**src/rtl/data_memory_arbiter.sv**
```systemverilog
// Two-port arbiter and sequencer in front of the single-port data_memory.
// One access is in flight at a time; read data returns with a one-cycle rvalid pulse.
module data_memory_arbiter #(
    parameter bit          FIXED_PRIO = 1'b0,
    parameter int unsigned READ_LAT   = 32'd1
) (
    input  logic        clk,
    input  logic        rst_n,
    input  logic        req0,
    input  logic        req1,
    input  logic        we0,
    input  logic        we1,
    input  logic [31:0] addr0,
    input  logic [31:0] addr1,
    input  logic [31:0] wdata0,
    input  logic [31:0] wdata1,
    output logic        gnt0,
    output logic        gnt1,
    output logic        rvalid0,
    output logic        rvalid1,
    output logic [31:0] rdata0,
    output logic [31:0] rdata1,
    output logic [31:0] mem_address,
    output logic [31:0] mem_writeData,
    output logic        mem_MemRead,
    output logic        mem_MemWrite,
    input  logic [31:0] mem_readData
);

    typedef enum logic [1:0] {
        IDLE   = 2'd0,
        ACCESS = 2'd1,
        WAIT   = 2'd2
    } arbState_t;

    // WAIT covers the READ_LAT-1 cycles after ACCESS; the counter ends at zero on the last one.
    localparam logic [15:0] WAIT_INIT = (READ_LAT > 32'd1) ? 16'(READ_LAT - 32'd2) : 16'd0;

    arbState_t   state_r;
    logic        lastGnt_r;
    logic        winner_r;
    logic [15:0] waitCnt_r;

    logic        pick_s;
    logic        pickWe_s;
    logic        capture_s;

    function automatic logic pickPort(input logic r0, input logic r1, input logic last);
        logic p;
        p = 1'b0;
        if (r0 && r1) begin
            if (FIXED_PRIO) begin
                p = 1'b0;
            end else begin
                p = ~last;
            end
        end else if (r1) begin
            p = 1'b1;
        end else begin
            p = 1'b0;
        end
        return p;
    endfunction

    // Winner selection and the end-of-read sampling condition.
    always_comb begin
        pick_s    = pickPort(req0, req1, lastGnt_r);
        pickWe_s  = pick_s ? we1 : we0;
        capture_s = 1'b0;
        if (state_r == ACCESS) begin
            capture_s = mem_MemRead && (READ_LAT <= 32'd1);
        end else if (state_r == WAIT) begin
            capture_s = (waitCnt_r == 16'd0);
        end else begin
            capture_s = 1'b0;
        end
    end

    // Sequencer FSM: latches the winner into the memory-side registers and paces the access.
    always_ff @(posedge clk or negedge rst_n) begin
        if (!rst_n) begin
            state_r       <= IDLE;
            lastGnt_r     <= 1'b1;
            winner_r      <= 1'b0;
            waitCnt_r     <= 16'd0;
            mem_address   <= 32'h0000_0000;
            mem_writeData <= 32'h0000_0000;
            mem_MemRead   <= 1'b0;
            mem_MemWrite  <= 1'b0;
            gnt0          <= 1'b0;
            gnt1          <= 1'b0;
        end else begin
            gnt0 <= 1'b0;
            gnt1 <= 1'b0;
            case (state_r)
                IDLE: begin
                    if (req0 || req1) begin
                        winner_r      <= pick_s;
                        lastGnt_r     <= pick_s;
                        mem_address   <= pick_s ? addr1 : addr0;
                        mem_writeData <= pick_s ? wdata1 : wdata0;
                        mem_MemWrite  <= pickWe_s;
                        mem_MemRead   <= ~pickWe_s;
                        gnt0          <= ~pick_s;
                        gnt1          <= pick_s;
                        waitCnt_r     <= WAIT_INIT;
                        state_r       <= ACCESS;
                    end else begin
                        state_r <= IDLE;
                    end
                end
                ACCESS: begin
                    if (mem_MemWrite) begin
                        mem_MemWrite <= 1'b0;
                        state_r      <= IDLE;
                    end else if (capture_s) begin
                        mem_MemRead <= 1'b0;
                        state_r     <= IDLE;
                    end else begin
                        state_r <= WAIT;
                    end
                end
                WAIT: begin
                    if (capture_s) begin
                        mem_MemRead <= 1'b0;
                        state_r     <= IDLE;
                    end else begin
                        waitCnt_r <= waitCnt_r - 16'd1;
                    end
                end
                default: begin
                    mem_MemRead  <= 1'b0;
                    mem_MemWrite <= 1'b0;
                    state_r      <= IDLE;
                end
            endcase
        end
    end

    // Read-return path: load the winner's rdata and pulse its rvalid in the following IDLE cycle.
    always_ff @(posedge clk or negedge rst_n) begin
        if (!rst_n) begin
            rdata0  <= 32'h0000_0000;
            rdata1  <= 32'h0000_0000;
            rvalid0 <= 1'b0;
            rvalid1 <= 1'b0;
        end else begin
            rvalid0 <= 1'b0;
            rvalid1 <= 1'b0;
            if (capture_s) begin
                if (winner_r) begin
                    rdata1  <= mem_readData;
                    rvalid1 <= 1'b1;
                end else begin
                    rdata0  <= mem_readData;
                    rvalid0 <= 1'b1;
                end
            end
        end
    end

endmodule

```
**config.mk**
```make
export PLATFORM = sky130hd
export DESIGN_NAME = data_memory_arbiter
export DESIGN_NICKNAME = d
export VERILOG_FILES = /design/src/rtl/data_memory_arbiter.sv
export SDC_FILE = /design/constraint.sdc
export NUM_CORES = 1
export LEC_CHECK = 0
export BUFFER_PORTS_ARGS = -buffer_cell sky130_fd_sc_hd__buf_2
export CORE_MARGIN = 4
export CORE_UTILIZATION = 48
export CTS_CLUSTER_SIZE = 30
export DETAILED_ROUTE_END_ITERATION = 7
export PLACE_DENSITY = 0.81
export SLEW_MARGIN = 40
export SYNTH_ARGS = -nofsm -noshare
export SYNTH_HDL_FRONTEND = slang
export SYNTH_SLANG_ARGS = --single-unit
```
**constraint.sdc**
```tcl
create_clock -name clk -period 5.45 [get_ports clk]
set_clock_uncertainty 0.1 [all_clocks]
set_input_delay 0.2725 -clock clk [delete_from_list [all_inputs] [get_ports clk]]
set_output_delay 0.2725 -clock clk [all_outputs]
set_load 0.03 [all_outputs]
```
==> results of run 1 <==
-- power by group through the flow --
stage | registers [mW] | logic [mW] | clock network, mW
2_1_floorplan | 2.97 | 1.10 | 0
5_1_grt | 2.10 | 3.34 | 1.24
4_1_cts | 2.02 | 3.11 | 1.18
6_report | 2.04 | 3.16 | 1.16
3_3_place_gp | 1.99 | 2.86 | 0
3_5_place_dp | 2.01 | 2.94 | 0
-- layout make-up --
cell class | count | area share, %
multi-input cells | 313 | 26.89
well taps | 176 | 2.300
inverters | 30 | 1.176
diodes | 1 | 0.02613
clock buffers | 19 | 4.730
flip-flops and latches | 154 | 40.26
repair buffers | 370 | 23.25
clock inverters | 13 | 1.372
-- cell usage in the layout (no fill, tap or decap), types with 5 or more instances in the layout --
master	n
a21oi_1	5
a222oi_1	22
buf_2	298
clkbuf_16	17
dfrtp_1	153
dlygate4sd3_1	65
inv_1	30
inv_6	6
mux2_2	35
mux2_4	29
mux2i_1	44
nand2_1	54
nand3_1	8
nor3_1	6
nor4_1	5
o21ai_0	47
or3_1	5
-- critical path: stages, from the launching register on --
cell and delay [ns]:
dfrtp_1 0.38, inv_1 0.11, ha_1 0.43, or4b_1 0.49
and4bb_2 0.40, a21boi_2 0.10, nand2b_4 0.46, mux2_4 0.45
-- flip-flops by register name, indices dropped and copies added, names as in the netlist --
name	cells
rdata1	32
mem_MemRead	1
rvalid1	1
lastGnt_r	1
rdata0	32
mem_address	32
winner_r	1
gnt1	1
mem_writeData	32
rvalid0	1
mem_MemWrite	1
state_r	2
waitCnt_r	16
gnt0	1
-- cell usage after synthesis (5+ instances only) --
master    instances
inv_1            30
or3_1             5
o21ai_0          48
nor3_1            6
nor4_1            5
dfrtp_1         153
clkbuf_1         22
mux2i_1          44
a21oi_1           5
a222oi_1         22
mux2_4           29
nand3_1           8
mux2_2           35
nand2_1          54
-- layer usage --
metal	vias to the layer above	GRT usage (%)	part of all wire [%]
met3	59	7.832	8.0
li1	2641	-	-
met2	300	43.54	51
met1	2786	29.27	38
met5	-	0	0.10
met4	4	12.37	3.4
-- cell families (layout without fill, tap and decap cells) --
kind of cell	Yosys count	count (layout)	synth area share, %
flip-flops	154	154	57.44
multiplexers	108	108	18.92
AO/OA/AOI/OAI	100	100	10.44
AND/OR/NAND/NOR	97	97	7.383
buffers and inverters	63	432	4.549
adder cells (fa/ha/maj)	4	4	0.7457
XOR/XNOR	4	4	0.5219
other	0	1	0
-- through the flow --
stage	hold slack, ns	cells	worst slack [ns]	power, mW	instance area [um2]
global route	0.0003239	1076	2.241	6.681	9575
global placement	0.3465	977	2.509	4.858	8302
finish	0.02527	1076	2.387	6.358	9575
detailed placement	0.2667	977	2.430	4.952	8307
CTS	0.00005090	1073	2.422	6.309	9532
floorplan	-0.1231	530	2.948	4.064	6711
-- worst paths after layout --
path | from | depth (start not counted) | to
max in group asynchronous | rst_n | 3 | mem_writeData[4]
setup reg to reg | state_r[0] | 7 | rdata1[4]
hold / removal | mem_readData[5] | 2 | rdata1[5]
setup / recovery | state_r[0] | 7 | rdata1[4]
hold reg to reg | mem_writeData[30] | 2 | mem_writeData[30]
min in group asynchronous | rst_n | 2 | rdata1[10]
-- what timing repair did --
item | 4_1_cts | 5_1_grt
hold buffers | 64 | 1
setup endpoints to repair | 0 | 0
setup buffers | 0 | 0
hold endpoints to repair | 161 | 1
==> impl_metrics.csv, run 1 <==
group,metric,value,unit
timing,fin_max_slew_vios,0,
logic_synthesis,synth.avg_cell_area,12.66,um2
power_and_ir_drop,vdd_ir_drop_max,0.4767,mV
power_and_ir_drop,cell_internal_pwr,3.508,mW
die,die-width,126.2,um
global_route,global_route.usage.total,25.54,%
clocking,cts.sinks,154,
clocking,insertion_delay,0.41,ns
power_and_ir_drop,clkPwrFrac,18.3,%
route,drt_iter0_drc,378,
setup_path,timing.setup.critical_path_class,"register to register",
global_route,grt_overflow,0,
place,place.gp.congestion,0.8401,
setup_path,critPathCaptureType,"register",
logic_synthesis,netlist_top_cells_area,"dfrtp_1 (57%), mux2i_1 (6.6%), mux2_4 (6.5%)",
route,via_count,5790,
logic_synthesis,async_reset_ff_share,100.0,%
timing,slew_headroom,46.36,%
timing,timing.final.crit_period,3.063,ns
die,die_area,15940,um2
timing,report.final.setup_viol,0,
power_and_ir_drop,total_leakage_power,5.009,nW
route,detail-route-antenna-nets,0,
route,drt_pre_antenna_iters,8,
timing,setup_total_negative_slack,0,ns
logic_synthesis,synth_seq_area_share,57.44,%
logic_synthesis,ys_types,49,
timing,min_period_over_period,56.21,%
clocking,cts-buffers-inserted,17,
place,placed_wire_length_estimate,13240,um
finish,fillCellCount,930,
timing,rsz0062_at_grt,"no",
die,floorplan.rows,42,
timing,maxClockFrequency,0.3264,GHz
power_and_ir_drop,pwr-share-seq,32.1,%
clocking,number_of_buffers_between_clock_root_and_the_deepest_sink,2,
finish,seqCellArea,3855,um2
logic_synthesis,ys.warnings.count,0,
die,chipHeight,126.2,um
setup_path,worstPathMaxFanout,33,
logic_synthesis,synth_seq_cells,154,
place,portBuffers,299,
power_and_ir_drop,power.share.switching,44.82,%
global_route,grt_antenna_before_repair,3,
die,core_box_area,13450,um2
global_route,grt_pass1_vias,6002,
global_route,grt_max_degree,106,
setup_path,startpoint_type,"register",
finish,area_growth,42.67,%
route,avgViaCountPerCell,5.381,
logic_synthesis,netlist_area_before_placement,6711,um2
clocking,tritoncts,"done",
clocking,clk_pin_slew_worst_paths,0.07,ns
finish,post_route_cells_drive_above_1_share,46.05,%
clocking,clock-root-buffer,"clkbuf_16",
outcome,run_status,"finished, violations left",
die,boundaryPins,300,
setup_path,r2r_slack,2.39,ns
setup_path,critical_path_required,5.65,ns
logic_synthesis,synth-edff-count,0,
logic_synthesis,ys_dominant_reg_cell,"dfrtp_1",
clocking,post_cts_resized,0,
logic_synthesis,post_synthesis_net_count,700,
power_and_ir_drop,power_frac_comb,49.6,%
route,routed_wirelength,21040,um
finish,layout.nets,1056,
timing,timing.final.hold_violations,0,
die,initial_utilization,49.89,%
power_and_ir_drop,cellPowerDensity,664.0,nW/um2
finish,multi_input_area,2575,um2
power_and_ir_drop,power.switching,2.849,mW
setup_path,cp.arrival,3.26,ns
logic_synthesis,synth.largest_area_cell,"dfrtp_1",
route,routed_wire_length_per_instance,19.55,um
timing,max_slew.worst_pin.slew,0.8046,ns
outcome,violations_in_the_final_reports,"design-rule violations",
finish,finish.utilization,71.18,%
route,post-route-drc-count,1,
logic_synthesis,synthesis.instances,530,
flow_run,timing.max_cap.violations,0,
global_route,grt_pass1_wl,32010,um
min_path,min_delay_path_class,"input pin to register",
logic_synthesis,synth_top_cell_area_share,57.05,%
clocking,cts_max_level,4,
No activity file was read; power rests on OpenSTA's default activity.
==> inputs of run 2 (changes only) <==
--- a/config.mk
+++ b/config.mk
@@ -7,10 +7,10 @@
 export LEC_CHECK = 0
 export BUFFER_PORTS_ARGS = -buffer_cell sky130_fd_sc_hd__buf_2
 export CORE_MARGIN = 4
-export CORE_UTILIZATION = 48
+export CORE_UTILIZATION = 47
 export CTS_CLUSTER_SIZE = 30
 export DETAILED_ROUTE_END_ITERATION = 7
-export PLACE_DENSITY = 0.81
+export PLACE_DENSITY = 0.8
 export SLEW_MARGIN = 40
 export SYNTH_ARGS = -nofsm -noshare
 export SYNTH_HDL_FRONTEND = slang
==> constraint.sdc (replaced) <==
create_clock -name clk -period 3.2 [get_ports clk]
set_clock_uncertainty 0.1 [all_clocks]
set_input_delay 0.16 -clock clk [delete_from_list [all_inputs] [get_ports clk]]
set_output_delay 0.16 -clock clk [all_outputs]
set_load 0.03 [all_outputs]
==> run 2 against run 1 <==
Net effect: the run still ends with design-rule violations left; count of clock-buffer cells in the layout increased by 3; global-route usage grew 3.1 points; critical path type unchanged; fmax is 8.4% higher; sequential power is 70% higher; sequential share of layout area down 3.8 points; worst hold slack improved by 0.015 ns; final cell count grew 9.8%; via count increased by 8.9%.
==> impl_metrics.csv, run 2 (synthesized netlist as in run 1, its figures left out) <==
group,metric,value,unit
route,drt_pre_antenna_iters,8,
setup_path,critPathCaptureType,"register",
timing,report.final.setup_viol,0,
clocking,cts_setup_buffers,0,
route,routed_wirelength,23220,um
setup_path,critPathTopFamily,"simple AND/OR/NAND/NOR gates",
place,placed_wire_length_estimate,12810,um
route,avgViaCountPerCell,5.337,
die,die_area,16260,um2
power_and_ir_drop,vdd_ir_drop_max,0.6604,mV
die,boundaryPins,300,
finish,finalNonFillerCells,1181,
power_and_ir_drop,total_leakage_power,5.409,nW
die,die-width,127.5,um
setup_path,capture_point_of_the_worst_reg_to_reg_path,"rdata1[19]",
place,place.gp.congestion,0.8503,
global_route,global_route.usage.total,28.63,%
global_route,grt_max_degree,86,
setup_path,timing.setup.critical_path_class,"register to register",
timing,max_slew.worst_pin.slew,0.7681,ns
setup_path,worst-r2r-cell-count,7,
min_path,min_delay_path_class,"input pin to register",
finish,post_route_cells_drive_above_1_share,41.38,%
setup_path,critical_path.cell_chain,"inv_1 -> ha_1 -> or4b_1 -> and4bb_2 -> a21boi_2 -> nand2b_4 -> mux2_4",
setup_path,crit_buf_inv,1,
timing,timing.final.hold_violations,0,
finish,layout.nets,1155,
die,chipHeight,127.5,um
setup_path,r2r_slack,0.37,ns
clocking,cts_max_level,4,
die,initial_utilization,48.16,%
min_path,min_delay_path_depth,3,
setup_path,max_stage_delay,0.50,ns
clocking,clk_pin_slew_worst_paths,0.06,ns
finish,area_growth,57.36,%
die,floorplan.rows,43,
clocking,cts.sinks,154,
place,portBuffers,299,
route,routed_wire_length_per_instance,19.66,um
timing,fin_max_slew_vios,0,
timing,timing.final.crit_period,2.826,ns
global_route,grt_overflow,0,
power_and_ir_drop,cellPowerDensity,1050,nW/um2
min_path,whs_endpoint,"mem_writeData[26]",
clocking,insertion_delay,0.41,ns
setup_path,cp.arrival,3.02,ns
outcome,violations_in_the_final_reports,"design-rule violations",
finish,layout.cells.most_common_list,"buf_2 (298), dlygate4sd3_1 (161), dfrtp_1 (153)",
flow_run,timing.max_cap.violations,0,
clocking,cts-buffers-inserted,17,
timing,slew_headroom,48.79,%
route,post-route-drc-count,5,
clocking,cts_hold_bufs,161,
clocking,clock-root-buffer,"clkbuf_16",
setup_path,regToRegStartpoint,"state_r[1]",
timing,setup_total_negative_slack,0,ns
setup_path,critical_path.slowest_cell,"or4b_1",
finish,most_frequent_standard_cell_in_the_layout_excluding_fill_and_tap_cells,"buf_2",
setup_path,critical_path_required,3.39,ns
route,drt_iter0_drc,429,
route,detail-route-antenna-nets,0,
place,numPlacedInstances,985,
min_path,hold_path.startpoint,"wdata1[26]",
timing,maxClockFrequency,0.3539,GHz
global_route,grt_pass1_wl,36240,um
outcome,run_status,"finished, violations left",
setup_path,worstPathMaxFanout,33,
timing,rsz0062_at_grt,"no",
global_route,grt_antenna_before_repair,2,
setup_path,startpoint_type,"register",
global_route,grt_pass1_vias,6777,
timing,min_period_over_period,88.31,%
clocking,post_cts_resized,0,
die,core_box_area,13930,um2
route,via_count,6303,
clocking,tritoncts,"done",
clocking,number_of_buffers_between_clock_root_and_the_deepest_sink,2,
-- run 2: cell count changes in the layout (fill, tap and decap cells not counted), moves of 2 or more --
cell | previous run | this run
dlygate4sd3_1 | 65 | 161
clkbuf_1 | 0 | 4
inv_6 | 6 | 2
buf_12 | 0 | 2
buf_4 | 4 | 6
diode_2 | 1 | 3
-- run 2: how the worst max path moves through the flow --
stage,slack [ns],to,depth (start not counted),start
final,0.37,rdata1[19],7,state_r[1]
after detailed placement,0.43,rdata1[19],7,state_r[1]
after global placement,0.52,rdata1[17],7,state_r[1]
after CTS,0.41,rdata1[19],7,state_r[1]
after global routing,0.22,mem_address[23],7,state_r[0]
after floorplan,0.70,rdata0[10],8,state_r[0]
-- run 2: layout make-up --
class	count	area [um2]
clock buffer	22	454.2
sequential	154	3855
multi-input combinational	313	2577
clock inverter	10	118.9
fill	804	3373
inverter	30	112.6
antenna	3	7.507
tap	180	225.2
timing repair buffer	469	3211
-- run 2: power breakdown --
part | leakage (nW) | internal (mW) | switching [mW]
combinational | 3.26 | 2.13 | 3.51
sequential | 1.87 | 2.88 | 0.586
clock | 0.271 | 1.17 | 0.806
total | 5.41 | 6.18 | 4.90
-- run 2: metal layers --
metal,vias up,wire [um],share of wire [%],GRT usage (%)
met5,-,0,0,0
met4,0,1031,4.4,13.06
met3,75,2088,9.0,8.779
met2,365,11630,50,49.06
met1,3035,8469,36,32.87
li1,2828,-,-,-
-- run 2: stage by stage --
| stage | hold WS, ns | total power, mW | setup slack (ns) | area, um2 | utilization [%] |
|---|---|---|---|---|---|
| 6_report | 0.04073 | 11.08 | 0.3742 | 10560 | 75.79 |
| 5_1_grt | 0.04569 | 11.62 | 0.2195 | 10560 | 75.77 |
| 4_1_cts | 0.01355 | 10.89 | 0.4110 | 10550 | 75.71 |
| 3_5_place_dp | 0.07126 | 8.448 | 0.4327 | 8366 | 60.03 |
| 3_3_place_gp | 0.07761 | 8.304 | 0.5158 | 8354 | 59.95 |
| 2_1_floorplan | -0.2356 | 6.922 | 0.6982 | 6711 | - |
-- run 2: worst reg2reg max path, delay by kind of cell (launching register included) --
family,cells,cell delay (ns)
multiplexers,1,0.48
buffers and inverters,1,0.07
AND/OR/NAND/NOR,3,1.36
flip-flops,1,0.36
adder cells (fa/ha/maj),1,0.22
AO/OA/AOI/OAI,1,0.11
==> inputs of run 3 (changes only) <==
--- a/config.mk
+++ b/config.mk
@@ -8,9 +8,8 @@
 export BUFFER_PORTS_ARGS = -buffer_cell sky130_fd_sc_hd__buf_2
 export CORE_MARGIN = 4
 export CORE_UTILIZATION = 47
-export CTS_CLUSTER_SIZE = 30
 export DETAILED_ROUTE_END_ITERATION = 7
-export PLACE_DENSITY = 0.8
+export PLACE_DENSITY = 0.89
 export SLEW_MARGIN = 40
 export SYNTH_ARGS = -nofsm -noshare
 export SYNTH_HDL_FRONTEND = slang
==> constraint.sdc (replaced) <==
create_clock -name clk -period 3.2 [get_ports clk]
set_clock_uncertainty 0.1 [all_clocks]
set_input_delay 0.64 -clock clk [delete_from_list [all_inputs] [get_ports clk]]
set_output_delay 0.64 -clock clk [all_outputs]
set_load 0.03 [all_outputs]
==> run 3 against run 2 <==
Net effect: the run now ends clean; largest power group unchanged; power fell by 4.8%; count of clock-buffer cells in the layout fell by 1; register-to-register slack improved by 0.05 ns.
==> impl_metrics.csv, run 3 (synthesized netlist as in run 1, its figures left out) <==
group,metric,value,unit
setup_path,critical_path.slowest_cell,"or4b_1",
clocking,cts.sinks,154,
route,routed_wirelength,17770,um
clocking,cts-buffers-inserted,17,
power_and_ir_drop,cellPowerDensity,1169,nW/um2
die,floorplan.rows,43,
die,die-width,127.5,um
route,routed_wire_length_per_instance,17.45,um
clocking,insertion_delay,0.41,ns
timing,rsz0062_at_grt,"no",
global_route,grt_max_degree,155,
setup_path,max_stage_delay,0.49,ns
setup_path,cp.arrival,2.98,ns
clocking,post_cts_resized,0,
die,core_box_area,13930,um2
timing,maxClockFrequency,0.3600,GHz
route,detail-route-antenna-nets,0,
setup_path,critical_path.cell_chain,"inv_1 -> ha_1 -> or4b_1 -> and4bb_2 -> a21boi_2 -> nand2b_4 -> mux2_4",
finish,layout.cells.most_common_list,"buf_2 (298), dfrtp_1 (153), nand2_1 (54)",
clocking,number_of_buffers_between_clock_root_and_the_deepest_sink,2,
setup_path,critical_path_required,3.40,ns
clocking,cts_max_level,4,
clocking,clock-root-buffer,"clkbuf_16",
setup_path,worst-r2r-cell-count,7,
place,portBuffers,299,
flow_run,timing.max_cap.violations,0,
finish,fillCellCount,1051,
min_path,min_delay_path_class,"input pin to async pin",
die,chipHeight,127.5,um
route,post-route-drc-count,0,
clocking,cts_setup_buffers,0,
setup_path,regToRegStartpoint,"state_r[1]",
power_and_ir_drop,vdd_ir_drop_max,0.5585,mV
finish,most_frequent_standard_cell_in_the_layout_excluding_fill_and_tap_cells,"buf_2",
route,drt_pre_antenna_iters,8,
place,placed_wire_length_estimate,12700,um
setup_path,critPathCaptureType,"register",
timing,timing.final.crit_period,2.778,ns
clocking,tritoncts,"done",
power_and_ir_drop,total_power,10.55,mW
outcome,run_status,"finished, final reports clean",
finish,layout.nets,994,
die,boundaryPins,300,
setup_path,r2r_slack,0.42,ns
global_route,grt_pass1_wl,28250,um
timing,slew_headroom,48.01,%
power_and_ir_drop,total_leakage_power,4.790,nW
clocking,cts_hold_bufs,0,
route,avgViaCountPerCell,5.251,
global_route,global_route.usage.total,21.83,%
global_route,grt_pass1_vias,5393,
finish,post_route_cells_drive_above_1_share,49.58,%
setup_path,capture_point_of_the_worst_reg_to_reg_path,"rdata1[20]",
timing,min_period_over_period,86.80,%
route,drt_iter0_drc,310,
finish,area_growth,34.40,%
timing,timing.final.hold_violations,0,
setup_path,timing.setup.critical_path_class,"register to register",
global_route,grt_antenna_before_repair,1,
die,initial_utilization,48.16,%
timing,setup_total_negative_slack,0,ns
global_route,grt_overflow,0,
die,die_area,16260,um2
finish,finalInstanceArea,9020,um2
setup_path,worstPathMaxFanout,33,
timing,max_slew.worst_pin.slew,0.7798,ns
place,postPlaceCellArea,8367,um2
timing,report.final.setup_viol,0,
setup_path,critPathTopFamily,"simple AND/OR/NAND/NOR gates",
setup_path,crit_buf_inv,1,
clocking,clk_pin_slew_worst_paths,0.06,ns
route,via_count,5346,
place,place.gp.congestion,0.8532,
timing,fin_max_slew_vios,0,
finish,finish.utilization,64.73,%
setup_path,startpoint_type,"register",
## run 3: metrics by stage
stage,setup slack (ns),cells,hold slack [ns]
2_1_floorplan,0.6982,530,0.2444
3_3_place_gp,0.5324,984,0.3572
3_5_place_dp,0.4488,984,0.3650
4_1_cts,0.4173,1016,0.2771
5_1_grt,0.3036,1017,0.1220
6_report,0.4223,1018,0.1111
## run 3: report_power, final
group	internal, mW	leakage (nW)	switching (mW)	total (mW)
sequential	2.87	1.87	0.545	3.42
clock	1.28	0.300	0.810	2.09
combinational	1.76	2.61	3.27	5.03
total	5.92	4.79	4.63	10.5
## run 3: metal layers
layer | GRT usage (%) | up-vias | wire length, um
met2 | 35.40 | 264 | 8572
met3 | 7.274 | 39 | 1689
met1 | 27.46 | 2533 | 7084
li1 | - | 2508 | -
met4 | 7.697 | 2 | 405
met5 | 0 | - | 13
## run 3: cell type report
type                    instances  area [um2]  area share (%)
flip-flops and latches        154        3855           42.74
clock inverters                11       161.4           1.789
diodes                          1       2.502         0.02774
clock buffers                  21       460.4           5.105
well taps                     180       225.2           2.497
multi-input cells             313        2575           28.55
repair buffers                308        1628           18.05
inverters                      30       112.6           1.248
## run 3: how the worst max path moves through the flow
stage / start / endpoint / cells after the start
6_report: state_r[1] / rdata1[20] / 7
5_1_grt: state_r[1] / rdata1[27] / 7
4_1_cts: state_r[1] / rdata1[20] / 7
3_5_place_dp: state_r[1] / rdata1[20] / 7
3_3_place_gp: state_r[1] / rdata1[29] / 7
2_1_floorplan: state_r[0] / rdata0[10] / 8
